`config.mk`:
```
export PLATFORM = sky130hd
export DESIGN_NAME = button_event
export DESIGN_NICKNAME = d
export VERILOG_FILES = /design/src/rtl/button_event_pkg.sv /design/src/rtl/button_event_timer.sv /design/src/rtl/button_event.sv
export SDC_FILE = /design/constraint.sdc
export NUM_CORES = 1
export LEC_CHECK = 0
export BUFFER_PORTS_ARGS = -buffer_cell sky130_fd_sc_hd__buf_4
export CAP_MARGIN = 20
export CORE_ASPECT_RATIO = 0.9
export CORE_MARGIN = 3
export CORE_UTILIZATION = 50
export DETAILED_ROUTE_END_ITERATION = 10
export GPL_ROUTABILITY_DRIVEN = 0
export GPL_TIMING_DRIVEN = 0
export PLACE_DENSITY = 0.64
export SLEW_MARGIN = 25
export SYNTH_ARGS = -nofsm -noshare
export SYNTH_HDL_FRONTEND = slang
export SYNTH_HIERARCHICAL = 1
export SYNTH_SLANG_ARGS = --single-unit
```
`constraint.sdc`:
```
create_clock -name clock_i -period 3.92 [get_ports clock_i]
set_input_delay 0.392 -clock clock_i [delete_from_list [all_inputs] [get_ports clock_i]]
set_output_delay 0.392 -clock clock_i [all_outputs]
set_load 0.01 [all_outputs]
```
`src/rtl/button_event_pkg.sv`:
```
// -----------------------------------------------------------------------------
// button_event_pkg
// Shared definitions for the button_event block:
//   - state_e           : FSM state type for button_event
//   - DEF_LONG_CYCLES   : default hold time to long-press (1 s at 100 MHz)
//   - DEF_REPEAT_CYCLES : default auto-repeat period (200 ms at 100 MHz)
//   - cnt_width()       : counter width for a pair of cycle counts
// -----------------------------------------------------------------------------
package button_event_pkg;

  typedef enum logic [1:0] {
    ST_DISARMED = 2'd0,  // waiting to see the button released after reset
    ST_IDLE     = 2'd1,  // released, ready for a press
    ST_DOWN     = 2'd2,  // pressed, timing towards long-press
    ST_LONG     = 2'd3   // long-press issued, timing auto-repeats
  } state_e;

  localparam int unsigned DEF_LONG_CYCLES   = 100_000_000;
  localparam int unsigned DEF_REPEAT_CYCLES = 20_000_000;

  // The counter only ever needs to hold values up to max(a, b) - 1.
  function automatic int unsigned cnt_width(input int unsigned a, input int unsigned b);
    int unsigned m;
    m = (a > b) ? a : b;
    return unsigned'($clog2(m));
  endfunction

endpackage

```
`src/rtl/button_event_timer.sv`:
```
// -----------------------------------------------------------------------------
// button_event_timer
// Up-counter with synchronous clear, count enable and a compare against a
// terminal value supplied by the caller (the value is chosen per state, so one
// counter serves both the long-press and the auto-repeat timing).
// Ports:
//   clock_i  : clock, rising edge
//   reset_i  : asynchronous active-high reset, count goes to 0
//   clr_i    : clear count to 0 on next edge (wins over en_i)
//   en_i     : increment count on next edge
//   tc_val_i : terminal value to compare against
//   tc_o     : high while the current count equals tc_val_i
// -----------------------------------------------------------------------------
module button_event_timer
  import button_event_pkg::*;
#(
  parameter int unsigned W = cnt_width(DEF_LONG_CYCLES, DEF_REPEAT_CYCLES)
) (
  input  logic         clock_i,
  input  logic         reset_i,
  input  logic         clr_i,
  input  logic         en_i,
  input  logic [W-1:0] tc_val_i,
  output logic         tc_o
);

  logic [W-1:0] count_q, count_d;

  always_comb begin
    count_d = count_q;
    if (clr_i) begin
      count_d = '0;
    end else if (en_i) begin
      count_d = count_q + 1'b1;
    end
  end

  always_ff @(posedge clock_i or posedge reset_i) begin
    if (reset_i) begin
      count_q <= '0;
    end else begin
      count_q <= count_d;
    end
  end

  assign tc_o = (count_q == tc_val_i);

endmodule

```
`src/rtl/button_event.sv`:
```
// -----------------------------------------------------------------------------
// button_event
// Turns a debounced button level into press / release / short-click /
// long-press / auto-repeat pulses plus a held level. All outputs are
// registered: they appear in the cycle after the edge that samples clean_i.
// Parameters:
//   LONG_CYCLES   : cycles from press to long-press (>= 2)
//   REPEAT_CYCLES : cycles between auto-repeat pulses (>= 2)
// Ports:
//   clock_i       : clock, rising edge
//   reset_i       : asynchronous active-high reset
//   clean_i       : debounced button level, 1 = pressed
//   press_o       : one-cycle pulse on a recognised press
//   release_o     : one-cycle pulse when a recognised press ends
//   short_click_o : with release_o when no long-press was issued
//   long_press_o  : one-cycle pulse when the hold reaches LONG_CYCLES
//   repeat_o      : one-cycle pulse every REPEAT_CYCLES after long-press
//   held_o        : level, high while the press is active
// -----------------------------------------------------------------------------
module button_event
  import button_event_pkg::*;
#(
  parameter int unsigned LONG_CYCLES   = DEF_LONG_CYCLES,
  parameter int unsigned REPEAT_CYCLES = DEF_REPEAT_CYCLES
) (
  input  logic clock_i,
  input  logic reset_i,
  input  logic clean_i,
  output logic press_o,
  output logic release_o,
  output logic short_click_o,
  output logic long_press_o,
  output logic repeat_o,
  output logic held_o
);

  localparam int unsigned CNT_W = cnt_width(LONG_CYCLES, REPEAT_CYCLES);
  // Terminal counts are one less than the period: the count starts at 0 on
  // the edge that enters DOWN/LONG, so reaching N-1 is exactly N cycles later.
  localparam logic [CNT_W-1:0] LONG_TC   = CNT_W'(LONG_CYCLES - 1);
  localparam logic [CNT_W-1:0] REPEAT_TC = CNT_W'(REPEAT_CYCLES - 1);

  state_e state_q, state_d;

  logic press_q,   press_d;
  logic release_q, release_d;
  logic short_q,   short_d;
  logic long_q,    long_d;
  logic repeat_q,  repeat_d;
  logic held_q,    held_d;

  logic             tmr_clr;
  logic             tmr_en;
  logic             tmr_tc;
  logic [CNT_W-1:0] tmr_tc_val;

  button_event_timer #(
    .W (CNT_W)
  ) u_timer (
    .clock_i  (clock_i),
    .reset_i  (reset_i),
    .clr_i    (tmr_clr),
    .en_i     (tmr_en),
    .tc_val_i (tmr_tc_val),
    .tc_o     (tmr_tc)
  );

  always_comb begin
    state_d    = state_q;
    press_d    = 1'b0;
    release_d  = 1'b0;
    short_d    = 1'b0;
    long_d     = 1'b0;
    repeat_d   = 1'b0;
    // The counter sits at 0 unless a held button is being timed.
    tmr_clr    = 1'b1;
    tmr_en     = 1'b0;
    tmr_tc_val = LONG_TC;

    case (state_q)
      ST_DISARMED: begin
        if (!clean_i) begin
          state_d = ST_IDLE;
        end
      end
      ST_IDLE: begin
        if (clean_i) begin
          press_d = 1'b1;
          state_d = ST_DOWN;
        end
      end
      ST_DOWN: begin
        tmr_tc_val = LONG_TC;
        // Release is tested first so it beats a coincident terminal count.
        if (!clean_i) begin
          release_d = 1'b1;
          short_d   = 1'b1;
          state_d   = ST_IDLE;
        end else if (tmr_tc) begin
          long_d  = 1'b1;
          state_d = ST_LONG;
        end else begin
          tmr_clr = 1'b0;
          tmr_en  = 1'b1;
        end
      end
      ST_LONG: begin
        tmr_tc_val = REPEAT_TC;
        if (!clean_i) begin
          release_d = 1'b1;
          state_d   = ST_IDLE;
        end else if (tmr_tc) begin
          repeat_d = 1'b1;
        end else begin
          tmr_clr = 1'b0;
          tmr_en  = 1'b1;
        end
      end
      default: begin
        state_d = ST_DISARMED;
      end
    endcase

    held_d = (state_d == ST_DOWN) || (state_d == ST_LONG);
  end

  always_ff @(posedge clock_i or posedge reset_i) begin
    if (reset_i) begin
      state_q   <= ST_DISARMED;
      press_q   <= 1'b0;
      release_q <= 1'b0;
      short_q   <= 1'b0;
      long_q    <= 1'b0;
      repeat_q  <= 1'b0;
      held_q    <= 1'b0;
    end else begin
      state_q   <= state_d;
      press_q   <= press_d;
      release_q <= release_d;
      short_q   <= short_d;
      long_q    <= long_d;
      repeat_q  <= repeat_d;
      held_q    <= held_d;
    end
  end

  assign press_o       = press_q;
  assign release_o     = release_q;
  assign short_click_o = short_q;
  assign long_press_o  = long_q;
  assign repeat_o      = repeat_q;
  assign held_o        = held_q;

endmodule

```
==> results of run 1 <==
-- sequential cells by signal, indices dropped and copies added (netlist names) --
name / flops
u_timer/count_q: 27
held_o: 1
long_press_o: 1
press_o: 1
release_o: 1
repeat_o: 1
short_click_o: 1
state_q: 1
-- area by class of cell --
cell class | count | share of cell area
clock inverter | 1 | 0.002122
tap | 46 | 0.02440
clock buffer | 7 | 0.03660
buffer | 10 | 0.02122
inverter | 11 | 0.01751
multi-input combinational | 176 | 0.5088
sequential | 34 | 0.3607
timing repair buffer | 9 | 0.02865
-- cells in the mapped netlist --
cell and instances:
clkbuf_1 5, inv_2 2, nand2_1 6, or3_1 3, o21ai_0 4, nand3_1 7
nand4_4 1, o22ai_1 1, o211a_2 1, o31ai_1 12, nor4_1 5, dfrtp_1 34
or3_4 1, o21a_1 1, and4_4 1, and2_2 1, mux2_2 1, and4_1 3
a21oi_1 18, or4_1 12, buf_2 4, conb_1 2, nor2_1 16, nor3b_1 1
nand4_1 10, xor2_1 24, and2_1 1, mux2i_1 1, xnor2_1 13, inv_1 9
buf_6 1, and3_1 2, and3_2 2, nand4_2 2, a221oi_1 1, ha_1 5
nor2b_1 1
-- critical path, stage by stage (launching register included) --
cell     delay [ns]
dfrtp_1        0.46
ha_2           0.29
inv_1          0.16
xor2_1         0.18
nor4_1         0.31
nand4_1        0.19
nor4_4         0.26
or3_4          0.21
o211a_2        0.28
nand4_2        0.24
buf_2          0.28
nor3b_1        0.25
mux2_2         0.36
-- report_power, final --
part / switching, mW / total (mW) / internal (mW)
Clock: 0.126 / 0.268 / 0.142
Sequential: 0.0178 / 0.385 / 0.367
Combinational: 0.116 / 0.186 / 0.0701
Total: 0.260 / 0.838 / 0.578
-- metal layers --
metal / GRT usage / up-vias / part of all wire
met3: 0.04072 / 6 / 0.047
met4: 0.09502 / 0 / 0.018
met5: 0 / - / 0
met1: 0.2792 / 822 / 0.47
met2: 0.3175 / 47 / 0.47
li1: - / 819 / -
-- how the worst max path moves through the flow --
stage	to	from	slack, ns
after global routing	u_timer/count_q[16]$_DFFE_PP0P_	state_q[0]$_DFF_PP0_	0.05
final	u_timer/count_q[16]$_DFFE_PP0P_	state_q[0]$_DFF_PP0_	0.34
after detailed placement	u_timer/count_q[16]$_DFFE_PP0P_	state_q[0]$_DFF_PP0_	-0.07
after global placement	u_timer/count_q[16]$_DFFE_PP0P_	state_q[0]$_DFF_PP0_	0.01
after floorplan	u_timer/count_q[16]$_DFFE_PP0P_	held_o$_DFF_PP0_	0.55
after CTS	u_timer/count_q[16]$_DFFE_PP0P_	state_q[0]$_DFF_PP0_	0.10
-- per-stage QoR --
stage	power, mW	hold slack (ns)	area, sq um	TNS (ns)
after floorplan	0.5142	0.1954	2125	0
after global placement	0.5615	0.3362	2242	0
after detailed placement	0.5728	0.3565	2242	-0.07448
after CTS	0.8425	0.04344	2340	0
after global routing	0.8853	0.04763	2359	0
final	0.8385	0.04270	2359	0
-- timing repair --
action	in CTS	in global routing
hold buffers	0	0
pin swaps	0	1
setup endpoints to repair	1	17
setup buffers	0	1
gates resized for setup	1	2
cloned	0	0
-- kinds of logic after synthesis --
family | Yosys count
buffers and inverters | 21
other | 2
xor gates and xnor gates | 37
and+or+nand+nor | 75
muxes | 2
AOI/OAI and AO/OA | 38
DFF | 34
adders and majority gates | 5
==> impl_metrics.toml, run 1 <==
[outcome]
outcome = "complete, no violations"

[timing]
slew_headroom = 0.6119
hold_violations = 0
fin_crit_ns = 3.578
clock_skew_ns = 0.007024
rsz0062_at_grt = "no"
setup_viol = 0
slew_viol_final = 0
worst_pin_slew_ns = 0.5812
fmax_mhz = 279.5
setup_slack_ns = 0.3425
fin_crit_sh = 0.9126

[synthesis]
yosys.area_share.xor_xnor = 0.1573
yosys.area_share.adder = 0.03036
seq_area_frac_synth = 0.4129
syn_area_sq_um = 2061
ys_types = 37
synth_top_family_by_area = "simple AND/OR/NAND/NOR gates"
synth_top_area_frac = 0.4129
synth_area_leader_cell = "dfrtp_1"
synth_compound_area_frac = 0.1129
synth.area.mux_share = 0.01032
netlist_instances = 214
synth-simple-area-share = 0.2283
synth-seq-cells = 34
synthTopCellsByArea = "dfrtp_1, xor2_1, xnor2_1, a21oi_1, o31ai_1"
yosys_warnings = 6
synth.avg_cell_area_sq_um = 9.630

[power]
leakage_nw = 1.027
vdd_drop_max_v = 0.0002019
p_per_area_nw_per_um2 = 355.5

[cts]
worst_skew_pair.late_latency_ns = 0.29
htreeDepth = 2
cts-root-buf = "clkbuf_8"
cts_buffer_depth = 2
cts_tree = "yes"
cts_buffers = 5
clk_pin_slew_worst_paths_ns = 0.07
cts.sinks = 34

[global_route]
grt_max_degree = 28
antenna_found_initial = 0
track_usage = 0.2072
grt_pass1_vias = 1630
overflow = 0
grt_pass1_wl_um = 7700

[detailed_routing]
ant_nets = 0
via_per_inst = 5.762
post_drt_wl_per_cell_um = 15.54
vias = 1694
route.detailed.drc = 0
drt-initial-drc-count = 123
dr.pass1.iters = 4
routed_wl_um = 4570

[critical_path]
crit_path_start_kind = "flip-flop"
crit_required_ns = 4.10
crit_arrival_ns = 3.75
rr_worst_depth = 12
reg2reg_to = "u_timer/count_q[16]$_DFFE_PP0P_"
cp-end-kind = "flip-flop"
ff2ff_setup_slack_ns = 0.34
crit_path_max_fanout = 10
criticalPathCategory = "reg -> reg"
r2r-start = "state_q[0]$_DFF_PP0_"

[run]
maxCapViolCount = 0

[placement]
dp_cells = 285
place_hpwl_um = 3144
port_buffers = 8
pre_cts_ws_ns = -0.07448

[layout]
final_layout_size_suffix_gt1_frac = 0.1452
area_growth_syn_to_layout_pct = 14.45
regArea_sq_um = 850.8
finalNetCount = 255
n_antenna_cell = 0
nFillCells = 327
stdcell_count = 294
post-route-util = 0.6148
final_common_cell = "dfrtp_1"
final_cell_mix = "dfrtp_1, xor2_1, conb_1, a21oi_1, nor2_1"
multi_input_area_sq_um = 1200

[worst_hold_path]
hold_class = "in -> async"

[floorplanning]
dieArea_sq_um = 4929
rows = 21
ios = 9
fp.dieW_um = 73.67
fp.dieH_um = 66.91
core_sq_um = 3836
initial_utilization = 0.5372
Power figures use the tool's default switching activity.
==> inputs of run 2 (changes only) <==
--- a/config.mk
+++ b/config.mk
@@ -14,6 +14,7 @@
 export GPL_ROUTABILITY_DRIVEN = 0
 export GPL_TIMING_DRIVEN = 0
 export PLACE_DENSITY = 0.64
+export REMOVE_ABC_BUFFERS = 1
 export SLEW_MARGIN = 25
 export SYNTH_ARGS = -nofsm -noshare
 export SYNTH_HDL_FRONTEND = slang
==> impl_metrics.toml, run 2 (synthesis gave the netlist of run 1 again) <==
[outcome]
outcome = "complete, no violations"

[floorplanning]
initial_utilization = 0.5372
fp.dieH_um = 66.91
dieArea_sq_um = 4929
rows = 21
core_sq_um = 3836
fp.dieW_um = 73.67
ios = 9

[detailed_routing]
via_per_inst = 5.617
post_drt_wl_per_cell_um = 14.83
route.detailed.drc = 0
routed_wl_um = 4300
dr.pass1.iters = 4
ant_nets = 0
vias = 1629
drt-initial-drc-count = 99

[critical_path]
criticalPathCategory = "reg -> reg"
r2r-start = "held_o$_DFF_PP0_"
crit_path_start_kind = "flip-flop"
path_cells = "ha_2 > inv_1 > xor2_1 > nor4_1 > nand4_1 > nor4_4 > or3_4 > buf_4 > inv_2 > o211a_2 > nand4_4 > or4_1 > a21oi_1"
ff2ff_setup_slack_ns = 0.39
cpPeakStageDelay_ns = 0.57
reg2reg_to = "u_timer/count_q[24]$_DFFE_PP0P_"
rr_worst_depth = 13
crit_arrival_ns = 3.73
crit_path_max_fanout = 16
cp-end-kind = "flip-flop"
slowest_stage = "or4_1"
crit_required_ns = 4.12
path_buf_inv = 3
critPathTopFamily = "simple AND/OR/NAND/NOR gates"

[layout]
stdcell_area_sq_um = 2375
max_flop_register = "u_timer/count_q"
post-route-util = 0.6190
largest_reg_flops = 27
finalNetCount = 251
final_common_cell = "dfrtp_1"
multi_input_area_sq_um = 1225
nFillCells = 327
final_layout_size_suffix_gt1_frac = 0.1557
regArea_sq_um = 850.8
final_cell_mix = "dfrtp_1, xor2_1, conb_1, a21oi_1, nor2_1"
n_antenna_cell = 0
area_growth_syn_to_layout_pct = 15.24

[worst_hold_path]
hold_class = "in -> async"

[cts]
clk_pin_slew_worst_paths_ns = 0.07
cts_buffer_depth = 2
cts.sinks = 34
worst_skew_pair.late_latency_ns = 0.28
cts-root-buf = "clkbuf_8"
cts_buffers = 5
cts_tree = "yes"
htreeDepth = 2
postCtsHoldBufs = 0

[timing]
worst_pin_slew_ns = 0.5753
slew_headroom = 0.6159
hold_violations = 0
rsz0062_at_grt = "no"
fin_crit_ns = 3.529
fmax_mhz = 283.4
setup_viol = 0
fin_crit_sh = 0.9001
tns_ns = 0
clock_skew_ns = 0.003529
holdWs_ns = 0.04230
slew_viol_final = 0

[global_route]
overflow = 0
grt_max_degree = 28
grt_pass1_wl_um = 7445
track_usage = 0.1949
antenna_found_initial = 0
grt_pass1_vias = 1553

[power]
p_per_area_nw_per_um2 = 357.6
vdd_drop_max_v = 0.0003143
leakage_nw = 1.037

[run]
maxCapViolCount = 0

[placement]
dpl-instance-area_sq_um = 2192
place_hpwl_um = 2834
port_buffers = 8
-- run 2: layout make-up --
class | count | area share
Multi-Input combinational cell | 177 | 0.5158
Sequential cell | 34 | 0.3583
Timing Repair Buffer | 14 | 0.04426
Clock buffer | 6 | 0.03477
Tap cell | 46 | 0.02424
Inverter | 11 | 0.01739
Clock inverter | 2 | 0.005269
-- run 2: per-stage QoR --
stage | std cells | power [mW] | setup slack (ns)
CTS | 284 | 0.8429 | 0.006041
finish | 290 | 0.8493 | 0.3914
detailed placement | 275 | 0.5616 | -0.4951
global route | 290 | 0.9029 | 0.1136
global placement | 275 | 0.5513 | -0.3467
floorplan | 221 | 0.5080 | 0.3551
-- run 2: report_power, final --
group	leakage, nW	switching [mW]	internal [mW]
clock network	0.0472	0.128	0.141
logic	0.517	0.117	0.0797
registers	0.472	0.0175	0.367
total	1.04	0.262	0.587
-- run 2: metal layers --
metal	vias up	routed length, um	track usage
li1	816	-	-
met1	789	2062	0.2692
met2	22	2096	0.3086
met3	2	131	0.04223
met4	0	9	0.04751
met5	-	0	0
-- run 2: worst max-delay path by stage --
stage	startpoint	endpoint	slack, ns	cells after the start
floorplan	held_o$_DFF_PP0_	u_timer/count_q[24]$_DFFE_PP0P_	0.36	11
finish	held_o$_DFF_PP0_	u_timer/count_q[24]$_DFFE_PP0P_	0.39	13
detailed placement	state_q[0]$_DFF_PP0_	u_timer/count_q[24]$_DFFE_PP0P_	-0.50	11
CTS	state_q[0]$_DFF_PP0_	u_timer/count_q[24]$_DFFE_PP0P_	0.006	11
global route	state_q[0]$_DFF_PP0_	u_timer/count_q[25]$_DFFE_PP0P_	0.11	11
global placement	state_q[0]$_DFF_PP0_	u_timer/count_q[18]$_DFFE_PP0P_	-0.35	11
-- run 2: timing repair --
action                                  in CTS  in global routing
endpoints found under the setup margin      17                 16
buffers inserted                             0                  6
hold endpoints to repair                     0                  0
gates cloned                                 1                  0
resized for setup                            4                  1
pin swaps                                    1                  2
